<file path="config.mk">
export PLATFORM = sky130hd
export DESIGN_NAME = alu_exec_unit
export DESIGN_NICKNAME = d
export VERILOG_FILES = /design/src/rtl/alu_exec_unit.sv
export SDC_FILE = /design/constraint.sdc
export NUM_CORES = 1
export LEC_CHECK = 0
export BUFFER_PORTS_ARGS = -buffer_cell sky130_fd_sc_hd__buf_2
export CORE_MARGIN = 2
export CORE_UTILIZATION = 35
export DETAILED_ROUTE_END_ITERATION = 6
export GPL_ROUTABILITY_DRIVEN = 1
export PLACE_DENSITY = 0.54
export RECOVER_POWER = 100
export REMOVE_ABC_BUFFERS = 1
export SYNTH_ARGS = -nofsm -noshare
export SYNTH_HDL_FRONTEND = slang
export SYNTH_SLANG_ARGS = --single-unit
</file>
<file path="constraint.sdc">
create_clock -name clk -period 3.33 [get_ports clk]
set_clock_uncertainty 0.2 [all_clocks]
set_input_delay 0.1665 -clock clk [delete_from_list [all_inputs] [get_ports clk]]
set_output_delay 0.1665 -clock clk [all_outputs]
set_load 0.02 [all_outputs]
</file>
<file path="src/rtl/alu_exec_unit.sv">
// -----------------------------------------------------------------------------
// alu_exec_unit
//
// Execute-stage ALU sitting directly behind the ALU-control decoder. Takes a
// 4-bit control code and two operands over a valid/ready handshake and returns
// a registered result plus a registered zero flag (used for branch decisions).
//
// Logic ops, add/sub and set-less-than complete in a single cycle. Shifts are
// iterative, one bit position per clock, so no barrel shifter is needed.
//
// Ports
//   clk        in   1      clock, all state on the rising edge
//   rst        in   1      synchronous, active-high reset
//   in_valid   in   1      alu_ctrl / op_a / op_b are valid
//   in_ready   out  1      unit is idle and can accept an operation
//   alu_ctrl   in   4      ALU control code
//                            0000 AND  0001 OR   0010 ADD  0110 SUB (a-b)
//                            0100 XOR  0111 SLT  1000 SLL  1001 SRL  1010 SRA
//                            anything else executes as ADD
//   op_a       in   WIDTH  operand A (rs1)
//   op_b       in   WIDTH  operand B (rs2/imm); low $clog2(WIDTH) bits are the
//                          shift amount for shift codes
//   out_valid  out  1      result / zero are valid
//   out_ready  in   1      consumer accepts the result
//   result     out  WIDTH  registered result
//   zero       out  1      registered (result == 0)
// -----------------------------------------------------------------------------
module alu_exec_unit #(
  parameter int WIDTH = 32
) (
  input  logic             clk,
  input  logic             rst,
  input  logic             in_valid,
  output logic             in_ready,
  input  logic [3:0]       alu_ctrl,
  input  logic [WIDTH-1:0] op_a,
  input  logic [WIDTH-1:0] op_b,
  output logic             out_valid,
  input  logic             out_ready,
  output logic [WIDTH-1:0] result,
  output logic             zero
);

  localparam int SHW = $clog2(WIDTH);

  // ALU control codes
  localparam logic [3:0] CTRL_AND = 4'b0000;
  localparam logic [3:0] CTRL_OR  = 4'b0001;
  localparam logic [3:0] CTRL_ADD = 4'b0010;
  localparam logic [3:0] CTRL_XOR = 4'b0100;
  localparam logic [3:0] CTRL_SUB = 4'b0110;
  localparam logic [3:0] CTRL_SLT = 4'b0111;
  localparam logic [3:0] CTRL_SLL = 4'b1000;
  localparam logic [3:0] CTRL_SRL = 4'b1001;
  localparam logic [3:0] CTRL_SRA = 4'b1010;

  // Shift flavour, taken from the low two bits of the shift control codes
  localparam logic [1:0] SH_SLL = 2'b00;
  localparam logic [1:0] SH_SRL = 2'b01;
  localparam logic [1:0] SH_SRA = 2'b10;

  typedef enum logic [1:0] {
    ST_IDLE  = 2'd0,
    ST_SHIFT = 2'd1,
    ST_DONE  = 2'd2
  } state_t;

  state_t           state_q,      state_d;
  logic [WIDTH-1:0] result_q,     result_d;
  logic             zero_q,       zero_d;
  logic [SHW-1:0]   cnt_q,        cnt_d;
  logic [1:0]       shift_kind_q, shift_kind_d;

  logic [WIDTH-1:0] alu_value;
  logic [WIDTH-1:0] shift_step;
  logic             is_shift;
  logic             slt_bit;
  logic [SHW-1:0]   shamt;

  assign shamt   = op_b[SHW-1:0];
  assign slt_bit = ($signed(op_a) < $signed(op_b));

  assign is_shift = (alu_ctrl == CTRL_SLL) ||
                    (alu_ctrl == CTRL_SRL) ||
                    (alu_ctrl == CTRL_SRA);

  // Single-cycle datapath; unlisted codes fall through to ADD.
  always_comb begin
    alu_value = op_a + op_b;
    case (alu_ctrl)
      CTRL_AND: alu_value = op_a & op_b;
      CTRL_OR:  alu_value = op_a | op_b;
      CTRL_ADD: alu_value = op_a + op_b;
      CTRL_XOR: alu_value = op_a ^ op_b;
      CTRL_SUB: alu_value = op_a - op_b;
      CTRL_SLT: alu_value = {{(WIDTH-1){1'b0}}, slt_bit};
      default:  alu_value = op_a + op_b;
    endcase
  end

  // One-bit shift of the working value held in result_q.
  always_comb begin
    shift_step = result_q;
    case (shift_kind_q)
      SH_SLL:  shift_step = {result_q[WIDTH-2:0], 1'b0};
      SH_SRL:  shift_step = {1'b0, result_q[WIDTH-1:1]};
      SH_SRA:  shift_step = {result_q[WIDTH-1], result_q[WIDTH-1:1]};
      default: shift_step = result_q;
    endcase
  end

  // Next-state / datapath control
  always_comb begin
    state_d      = state_q;
    result_d     = result_q;
    zero_d       = zero_q;
    cnt_d        = cnt_q;
    shift_kind_d = shift_kind_q;

    case (state_q)
      ST_IDLE: begin
        if (in_valid) begin
          if (is_shift) begin
            // result_q doubles as the shift working register
            result_d     = op_a;
            cnt_d        = shamt;
            shift_kind_d = alu_ctrl[1:0];
            if (shamt == '0) begin
              zero_d  = (op_a == '0);
              state_d = ST_DONE;
            end else begin
              state_d = ST_SHIFT;
            end
          end else begin
            result_d = alu_value;
            zero_d   = (alu_value == '0);
            state_d  = ST_DONE;
          end
        end
      end

      ST_SHIFT: begin
        result_d = shift_step;
        cnt_d    = cnt_q - 1'b1;
        // zero only ever reflects the final shifted value
        if (cnt_q == SHW'(1)) begin
          zero_d  = (shift_step == '0);
          state_d = ST_DONE;
        end
      end

      ST_DONE: begin
        // Return to IDLE only on handoff; no accept in the same cycle.
        if (out_ready) begin
          state_d = ST_IDLE;
        end
      end

      default: begin
        state_d = ST_IDLE;
      end
    endcase
  end

  always_ff @(posedge clk) begin
    if (rst) begin
      state_q      <= ST_IDLE;
      result_q     <= '0;
      zero_q       <= 1'b0;
      cnt_q        <= '0;
      shift_kind_q <= SH_SLL;
    end else begin
      state_q      <= state_d;
      result_q     <= result_d;
      zero_q       <= zero_d;
      cnt_q        <= cnt_d;
      shift_kind_q <= shift_kind_d;
    end
  end

  assign in_ready  = (state_q == ST_IDLE);
  assign out_valid = (state_q == ST_DONE);
  assign result    = result_q;
  assign zero      = zero_q;

endmodule

</file>
==> impl_metrics.json, run 1 <==
{
  "viasPerCell": 5.797,
  "cellPowerDensity_mw_per_mm2": 281.9,
  "drt-initial-drc-count": 1346,
  "worstHoldStart": "rst",
  "end_kind": "flip-flop",
  "p_leak_nw": 5.395,
  "h-tree-depth": 2,
  "crit_path_frequent_cell": "buf_4",
  "synthAdderAreaFrac_pct": 14.89,
  "grt_max_degree": 44,
  "initial_core_util_pct": 35.28,
  "core_region_area_mm2": 0.02411,
  "cap_violations": 0,
  "worst_slew_pin_slew_ps": 1168,
  "ys_types": 88,
  "min_path_type": "input pin to flip-flop",
  "cts.sinks": 42,
  "outcome": "finished, final reports clean",
  "r2r_cells": 7,
  "setup_viol": 0,
  "firstDrtPassIters": 5,
  "syn_avg_cell_area_um2": 6.670,
  "io_pins": 107,
  "cts_tree": "built",
  "regArea_um2": 840.8,
  "grt_pass1_wl_um": 58970,
  "fillers": 2530,
  "r2r_slack_ps": 460,
  "synth_top_cell_by_area": "ha_1",
  "synth_top_family_by_area": "compound AO/OA/AOI/OAI gates",
  "drive_above_1_share_pct": 30.37,
  "syn_area_mm2": 0.008504,
  "max-clock-path-buffers": 2,
  "async_reset_ff_share_pct": 0,
  "synth_compound_area_share_pct": 37.28,
  "worstPathRequired_ps": 3330,
  "gr-total-overflow": 0,
  "grt_pass1_vias": 10350,
  "synthXorXnorAreaFrac_pct": 0.9269,
  "die_w_um": 159.9,
  "rsz0062_at_grt": "true",
  "max_freq_ghz": 0.3095,
  "rows": 57,
  "io_buffers": 106,
  "synth.yosys.seq_area_share_pct": 9.887,
  "synthToLayoutAreaGrowth_pct": 41.11,
  "ys_warn_count": 0,
  "r2r-end": "zero$_SDFFE_PP0P_",
  "rr_startpoint": "state_q[1]$_SDFFE_PP0P_",
  "synth_simple_gate_area_share_pct": 25.70,
  "wirelength_um": 38900,
  "crit_path_cell_trace": "buf_2, inv_1, ha_4, nor4_4, buf_4, nand3_1, a31oi_1, a211oi_2, buf_4, buf_4, o21a_2, o2bb2ai_1, o21a_1, mux2i_1, a21oi_1, nand2_1, o41ai_2",
  "crit_arrival_ps": 3230,
  "place_congestion": 0.9816,
  "crit_path_top_delay_cell": "o2bb2ai_1",
  "syn_inst": 1275,
  "muxShareOfSynthArea_pct": 1.971,
  "diodes": 0,
  "ant_nets": 0,
  "crit_path_max_incr_delay_ps": 280,
  "cp.depth": 17,
  "crit_buf_inv": 5,
  "final_max_slew_viol_count": 0,
  "grtUsageTotal_pct": 28.93,
  "min_period_ps": 3231,
  "synth_top_area_share_pct": 14.42,
  "pre_cts_ws_ps": -480.3,
  "whs_ps": 29.16,
  "synth_ff_type": "dfxtp_1",
  "cts-root-buf": "clkbuf_16",
  "max_slew_margin_pct": 22.13,
  "route.detailed.drc": 0,
  "path_delay_family": "compound AO/OA/AOI/OAI gates",
  "clk_pin_slew_ps": 60,
  "cts_buffers": 5,
  "finalHoldViolations": 0,
  "clk_latency_ps": 290,
  "synth_edf_count": 0,
  "vias": 11270,
  "design.die.area_mm2": 0.02556,
  "finalCritPeriodShare_pct": 97.03,
  "path_max_fanout": 6,
  "wl_per_cell_um": 20.01,
  "die_height_um": 159.9,
  "ys_top_cells_by_area": "ha_1 (14%), dfxtp_1 (9.9%), nor2_1 (7.6%)",
  "final_nets": 1792,
  "cp-endpoint": "zero$_SDFFE_PP0P_",
  "worstSetupPathType": "input pin to flip-flop",
  "peakVddDrop_v": 0.0002582,
  "cp-start-kind": "input pin",
  "worst_slack_ps": 99.01,
  "startpoint": "op_a[16]",
  "antenna_found_initial": 0,
  "multiInputGateArea_mm2": 0.007293,
  "hpwl_um": 31790,
  "power.total_mw": 3.382,
  "ys_ff_latch": 42
}
==> cell usage after synthesis, drive strengths merged (6+ instances only) <==
| cell | number |
|---|---|
| a21boi | 7 |
| dfxtp | 42 |
| a221oi | 23 |
| nand4 | 16 |
| nand2 | 87 |
| a31oi | 14 |
| ha | 98 |
| a211oi | 51 |
| o211ai | 21 |
| and2 | 8 |
| o221ai | 8 |
| nor4 | 26 |
| mux2i | 10 |
| a21oi | 111 |
| o21bai | 10 |
| o31ai | 10 |
| o21a | 9 |
| xnor2 | 8 |
| and3 | 8 |
| inv | 108 |
| nor2b | 14 |
| o2111ai | 9 |
| nand2b | 10 |
| or2 | 6 |
| nor2 | 174 |
| nor3 | 44 |
| nand3 | 31 |
| a22oi | 6 |
| a21o | 12 |
| o21ai | 73 |
| clkbuf | 48 |
| mux2 | 6 |
| o22ai | 33 |
| or3 | 9 |
| buf | 37 |
==> worst reg2reg max path, stage by stage (launching register included) <==
cell and delay [ps]:
dfxtp_1 450, nand2b_1 260, clkbuf_1 890, nor2_1 110
nor2_1 350, a41oi_1 90, a221o_1 360, o41ai_2 60
==> power breakdown <==
group	internal (mW)	switching (mW)	leakage, nW
sequential	0.554	0.0706	0.345
combinational	0.965	1.22	4.97
clock	0.370	0.199	0.0829
==> placed cells by master (no fill, tap or decap), drive strengths merged, types with 7 or more instances in the layout <==
cell type,count
nand3,31
o211ai,21
nor2,174
o22ai,33
o2111ai,9
o21bai,10
a31oi,14
buf,384
dfxtp,42
xnor2,8
a21oi,111
or3,9
o31ai,10
nand2b,10
ha,98
a21boi,7
clkbuf,44
nor2b,14
a21o,12
a221oi,23
and2,8
and3,8
o21ai,73
nand2,87
o221ai,8
o21a,9
mux2i,10
a211oi,51
inv,108
nand4,16
nor3,44
nor4,26
==> state kept, by name (all words and copies together), names as in the netlist <==
name          flops
zero              1
result           32
shift_kind_q      2
state_q           2
cnt_q             5
==> stage by stage <==
stage	std cells	utilization [%]	cell area [um^2]	setup TNS (ps)
after floorplan	1190	-	8115	0
after global placement	1931	47.44	11430	-3358
after detailed placement	1931	47.44	11430	-4249
after CTS	1941	48.60	11720	-6.149
after global routing	1944	49.78	12000	-72.64
final	1944	49.78	12000	0
==> per-layer routing <==
metal	vias to the layer above	global-route usage [%]	part of all wire [%]
li1	5393	-	-
met1	5272	41.97	46
met2	520	45.10	43
met3	85	2.416	7.2
met4	0	9.500	3.9
met5	-	0	0
==> cells by family after synthesis <==
family	after synthesis
fa+ha+maj	100
flops	42
compound gates	460
buf+inv	193
xor+xnor	9
simple gates	455
mux	16
==> what timing repair did <==
item / in CTS / in global routing
gates cloned: 0 / 0
endpoints found under the hold margin: 1 / 0
setup endpoints to repair: 6 / 14
gates resized for setup: 20 / 68
pin swaps: 2 / 26
hold buffers: 1 / 0
setup buffers: 2 / 3
==> how the worst min path moves through the flow <==
stage | depth (start not counted) | endpoint
after floorplan | 1 | result[10]$_SDFFE_PP0P_
after global placement | 3 | state_q[1]$_SDFFE_PP0P_
after detailed placement | 3 | state_q[1]$_SDFFE_PP0P_
after CTS | 3 | result[28]$_SDFFE_PP0P_
after global routing | 3 | result[16]$_SDFFE_PP0P_
final | 3 | result[28]$_SDFFE_PP0P_
==> area by class of cell <==
type                            count  share of cell area [%]
Clock buffer                        6                   1.157
Clock inverter                      1                  0.2502
Inverter                          108                   3.378
Multi-Input combinational cell   1040                   60.78
Sequential cell                    42                   7.007
Tap cell                          324                   3.378
Timing Repair Buffer              423                   24.05
(Power assumes the default switching activity.)
==> run 2, diff against run 1 <==
- CORE_UTILIZATION: 35 -> 32
- PLACE_DENSITY: 0.54 -> 0.48
- clock period: 3.33 -> 3.4 ns (I/O delays scaled with it)
==> impl_metrics.json, run 2 (same netlist as run 1, synthesis figures left out) <==
{
  "crit_path_max_incr_delay_ps": 510,
  "max_freq_ghz": 0.3024,
  "design.die.area_mm2": 0.02790,
  "final_nets": 1745,
  "cts-root-buf": "clkbuf_16",
  "ant_nets": 0,
  "rsz0062_at_grt": "true",
  "finalCritPeriodShare_pct": 97.28,
  "p_leak_nw": 5.168,
  "cap_violations": 0,
  "crit_path_top_delay_cell": "or4_1",
  "crit_path_frequent_cell": "nand4_1",
  "cp-start-kind": "input pin",
  "synthToLayoutAreaGrowth_pct": 36.06,
  "place_congestion": 0.9697,
  "final_common_cell": "buf_4",
  "fillers": 2789,
  "cts_buffers": 5,
  "path_max_fanout": 4,
  "power.total_mw": 3.316,
  "regArea_um2": 840.8,
  "route.detailed.drc": 0,
  "grt_pass1_vias": 10220,
  "grtUsageTotal_pct": 26.35,
  "firstDrtPassIters": 5,
  "cts_tree": "built",
  "initial_core_util_pct": 32.64,
  "crit_buf_inv": 3,
  "end_kind": "flip-flop",
  "worstSetupPathType": "input pin to flip-flop",
  "min_path_type": "input pin to flip-flop",
  "crit_arrival_ps": 3300,
  "die_w_um": 167.0,
  "worstPathRequired_ps": 3400,
  "worst_slew_pin_slew_ps": 904.8,
  "gr-total-overflow": 0,
  "core_region_area_mm2": 0.02606,
  "setup_viol": 0,
  "viasPerCell": 5.769,
  "dpl_cell_area_mm2": 0.01107,
  "place_inst": 1895,
  "h-tree-depth": 2,
  "cellPowerDensity_mw_per_mm2": 286.6,
  "drt-initial-drc-count": 1114,
  "outcome": "finished, final reports clean",
  "wl_per_cell_um": 20.27,
  "cts.sinks": 42,
  "vias": 11010,
  "clk_pin_slew_ps": 70,
  "largest_reg_flops": 32,
  "crit_path_cell_trace": "buf_2, inv_1, ha_1, nor2_2, o311ai_4, buf_4, a41oi_4, o211ai_4, or4_1, nand4_1, and3_4, and3_1, nor4bb_2, nand4_1, o41ai_2",
  "min_period_ps": 3307,
  "wirelength_um": 38700,
  "multiInputGateArea_mm2": 0.007197,
  "max_slew_margin_pct": 39.68,
  "peakVddDrop_v": 0.0004586,
  "path_delay_family": "simple AND/OR/NAND/NOR gates",
  "clk_latency_ps": 290,
  "finalHoldViolations": 0,
  "io_pins": 107,
  "grt_pass1_wl_um": 58830,
  "postLayoutCoreUtil_pct": 44.40,
  "final_max_slew_viol_count": 0,
  "layout_common_cells": "buf_4 (269), nor2_1 (170), inv_1 (108), a21oi_1 (103), ha_1 (95)",
  "max-clock-path-buffers": 2,
  "io_buffers": 106,
  "whs_ps": 49.65,
  "die_height_um": 167.0,
  "rows": 59,
  "drive_above_1_share_pct": 27.51,
  "grt_max_degree": 44,
  "hpwl_um": 31450,
  "final_cells": 1909,
  "diodes": 0,
  "antenna_found_initial": 0,
  "fin_area_mm2": 0.01157
}
[run 2: cell count changes in the layout (fill, tap and decap cells not counted), sizes merged]
cell / previous run / this run
buf: 384 / 339
clkbuf: 44 / 41
bufinv: 1 / 2
clkinv: 0 / 1
[run 2: metrics by stage]
step / TNS, ps / setup slack (ps)
final: 0 / 92.59
after global routing: -67.40 / -57.00
after CTS: 0 / 9.575
after detailed placement: -3418 / -444.3
after global placement: -2538 / -355.4
after floorplan: 0 / 111.5
[run 2: worst min-delay path: stages]
cell and delay (ps):
buf_2 80, inv_1 110, o31a_1 130
[run 2: layout make-up]
| class | instances | area share, % |
|---|---|---|
| clock inverters | 3 | 0.5947 |
| repair buffers | 376 | 21.73 |
| inverters | 108 | 3.503 |
| multi-input cells | 1040 | 62.20 |
| clock buffers | 5 | 1.081 |
| well taps | 335 | 3.622 |
| flip-flops and latches | 42 | 7.266 |
[run 2: final timing paths]
kind	startpoint	endpoint	slack (ps)	depth (start not counted)
worst min-delay path	rst	result[16]$_SDFFE_PP0P_	50	3
worst min register to register	cnt_q[4]$_SDFFE_PP0P_	cnt_q[4]$_SDFFE_PP0P_	290	2
worst max register to register	state_q[0]$_SDFFE_PP0P_	zero$_SDFFE_PP0P_	450	11
worst max-delay path	op_a[3]	zero$_SDFFE_PP0P_	90	15
[run 2: per-layer routing]
layer  part of all wire (%)  GRT usage (%)  vias to the layer above
met4                    2.4          6.559                        0
met5                      0              0                        -
met3                    7.1          2.567                       55
met2                     45          42.19                      466
met1                     46          37.85                     5188
li1                       -              -                     5304
[run 2: timing repair]
| action | CTS | global route |
|---|---|---|
| pin swaps | 4 | 22 |
| gates resized for setup | 13 | 53 |
| buffers inserted | 0 | 5 |
| hold buffers | 1 | 0 |
| endpoints found under the hold margin | 1 | 0 |
| gates cloned | 0 | 0 |
| endpoints found under the setup margin | 5 | 12 |
[run 2: power by group]
group	internal, mW	leakage, nW	total, mW	switching (mW)
Sequential	0.543	0.345	0.615	0.0722
Clock	0.422	0.0940	0.639	0.216
Combinational	0.886	4.73	2.06	1.18
Total	1.85	5.17	3.32	1.47
==> run 3, diff against run 2 <==
- BUFFER_PORTS_ARGS: -buffer_cell sky130_fd_sc_hd__buf_2 -> unset
- DONT_BUFFER_PORTS: unset -> 1
- PLACE_DENSITY: 0.48 -> 0.46
- clock period: 3.4 -> 2.9 ns (I/O delays scaled with it)
==> impl_metrics.json, run 3 (same netlist as run 1, synthesis figures left out) <==
{
  "outcome": "complete, but fails checks",
  "dpl_cell_area_mm2": 0.01101,
  "worst_slew_pin_slew_ps": 983.0,
  "worstPathRequired_ps": 2890,
  "cellPowerDensity_mw_per_mm2": 318.8,
  "viasPerCell": 5.902,
  "hpwl_um": 32100,
  "startpoint": "op_b[2]",
  "antenna_found_initial": 0,
  "die_height_um": 167.0,
  "drive_above_1_share_pct": 34.17,
  "min_path_type": "input pin to flip-flop",
  "path_max_fanout": 5,
  "worstSetupPathType": "input pin to flip-flop",
  "design.die.area_mm2": 0.02790,
  "final_max_slew_viol_count": 0,
  "wirelength_met1_um": 18250,
  "firstDrtPassIters": 7,
  "wl_met3_um": 3519,
  "finalCritPeriodShare_pct": 104.6,
  "worst_slack_ps": -132.4,
  "rows": 59,
  "crit_arrival_ps": 3020,
  "h-tree-depth": 2,
  "whs_ps": -32.82,
  "clk_pin_slew_ps": 70,
  "cts_tree": "built",
  "r2r_cells": 10,
  "gr-total-overflow": 0,
  "crit_buf_inv": 3,
  "vias": 11180,
  "clk_latency_ps": 290,
  "finalHoldViolations": 1,
  "synthToLayoutAreaGrowth_pct": 48.08,
  "io_pins": 107,
  "p_leak_nw": 5.373,
  "io_buffers": 0,
  "cts_buffers": 5,
  "die_w_um": 167.0,
  "final_nets": 1732,
  "place_congestion": 0.9536,
  "grtUsageTotal_pct": 28.33,
  "grt_pass1_wl_um": 62730,
  "end_kind": "flip-flop",
  "rr_startpoint": "shift_kind_q[0]$_SDFFE_PP0P_",
  "max_freq_ghz": 0.3298,
  "grt_pass1_vias": 10580,
  "largest_reg_flops": 32,
  "initial_core_util_pct": 32.64,
  "crit_path_max_incr_delay_ps": 360,
  "cp-start-kind": "input pin",
  "top_layer_used": "met4",
  "cp.depth": 15,
  "setup_viol": 3,
  "path_delay_family": "compound AO/OA/AOI/OAI gates",
  "diodes": 0,
  "fillers": 2661,
  "wl_per_cell_um": 21.72,
  "rsz0062_at_grt": "true",
  "cts-root-buf": "clkbuf_16",
  "fin_area_mm2": 0.01259,
  "peakVddDrop_v": 0.0004114,
  "postLayoutCoreUtil_pct": 48.33,
  "r2r_slack_ps": -40,
  "grt_max_degree": 55,
  "crit_path_top_delay_cell": "nor4_2",
  "r2r-end": "zero$_SDFFE_PP0P_",
  "final_cells": 1895,
  "cts.sinks": 42,
  "route.detailed.drc": 3,
  "pre_cts_ws_ps": -819.5,
  "violations": "design-rule violations, negative hold slack, negative setup slack",
  "power.total_mw": 4.015,
  "place_inst": 1846,
  "max-clock-path-buffers": 2,
  "ant_nets": 0,
  "min_period_ps": 3032,
  "fin_tns_setup_ps": -167.6,
  "layout_common_cells": "buf_4 (326), nor2_1 (167), inv_1 (96), a21oi_1 (93), nand2_1 (87)",
  "cap_violations": 0,
  "wirelength_um": 41160,
  "crit_path_cell_trace": "inv_4, ha_4, o211ai_1, o211ai_4, buf_4, buf_4, nand4_1, o211ai_1, a31o_2, o22ai_1, a22o_1, nand4b_1, nor4_2, nand4b_1, o41ai_2",
  "cp-endpoint": "zero$_SDFFE_PP0P_",
  "wl_met2_um": 18040,
  "core_region_area_mm2": 0.02606,
  "drt-initial-drc-count": 1325,
  "final_common_cell": "buf_4",
  "max_slew_margin_pct": 34.11
}
## run 3: worst min-delay path by stage
| stage | start | to | slack, ps | cells after the start |
|---|---|---|---|---|
| floorplan | rst | result[10]$_SDFFE_PP0P_ | 10 | 1 |
| global placement | rst | result[26]$_SDFFE_PP0P_ | 20 | 1 |
| detailed placement | rst | result[19]$_SDFFE_PP0P_ | 20 | 1 |
| CTS | op_a[9] | result[9]$_SDFFE_PP0P_ | 20 | 4 |
| global route | op_a[18] | result[18]$_SDFFE_PP0P_ | 10 | 4 |
| finish | op_a[18] | result[18]$_SDFFE_PP0P_ | -30 | 4 |
## run 3: layer usage
layer | vias up | GRT usage, %
li1 | 5282 | -
met1 | 5321 | 39.14
met2 | 497 | 44.44
met3 | 84 | 5.394
met4 | 0 | 8.846
met5 | - | 0
## run 3: area by class of cell
| class | count | area (um^2) | area share, % |
|---|---|---|---|
| well taps | 335 | 419.2 | 3.328 |
| flip-flops and latches | 42 | 840.8 | 6.677 |
| inverters | 108 | 419.2 | 3.328 |
| multi-input cells | 1040 | 7889 | 62.64 |
| clock buffers | 6 | 138.9 | 1.103 |
| clock inverters | 1 | 30.03 | 0.2385 |
| repair buffers | 363 | 2856 | 22.68 |
## run 3: worst register-to-register path: stages (launching register included)
cell	delay, ps
dfxtp_1	460
nand2_1	280
buf_4	240
o22ai_1	170
o21ai_0	90
or3_1	330
nor4_1	310
buf_4	180
nand4_1	120
a221o_1	400
o41ai_2	60
## run 3: power breakdown
part / internal (mW) / switching (mW)
clock: 0.425 / 0.235
combinational: 1.22 / 1.35
sequential: 0.636 / 0.145
total: 2.29 / 1.73
## run 3: repair_timing
action | 4_1_cts | 5_1_grt
resized for setup | 118 | 91
setup buffers | 10 | 16
hold buffers | 19 | 0
setup endpoints to repair | 17 | 17
cloned | 0 | 0
pin swaps | 45 | 47
hold endpoints to repair | 42 | 0
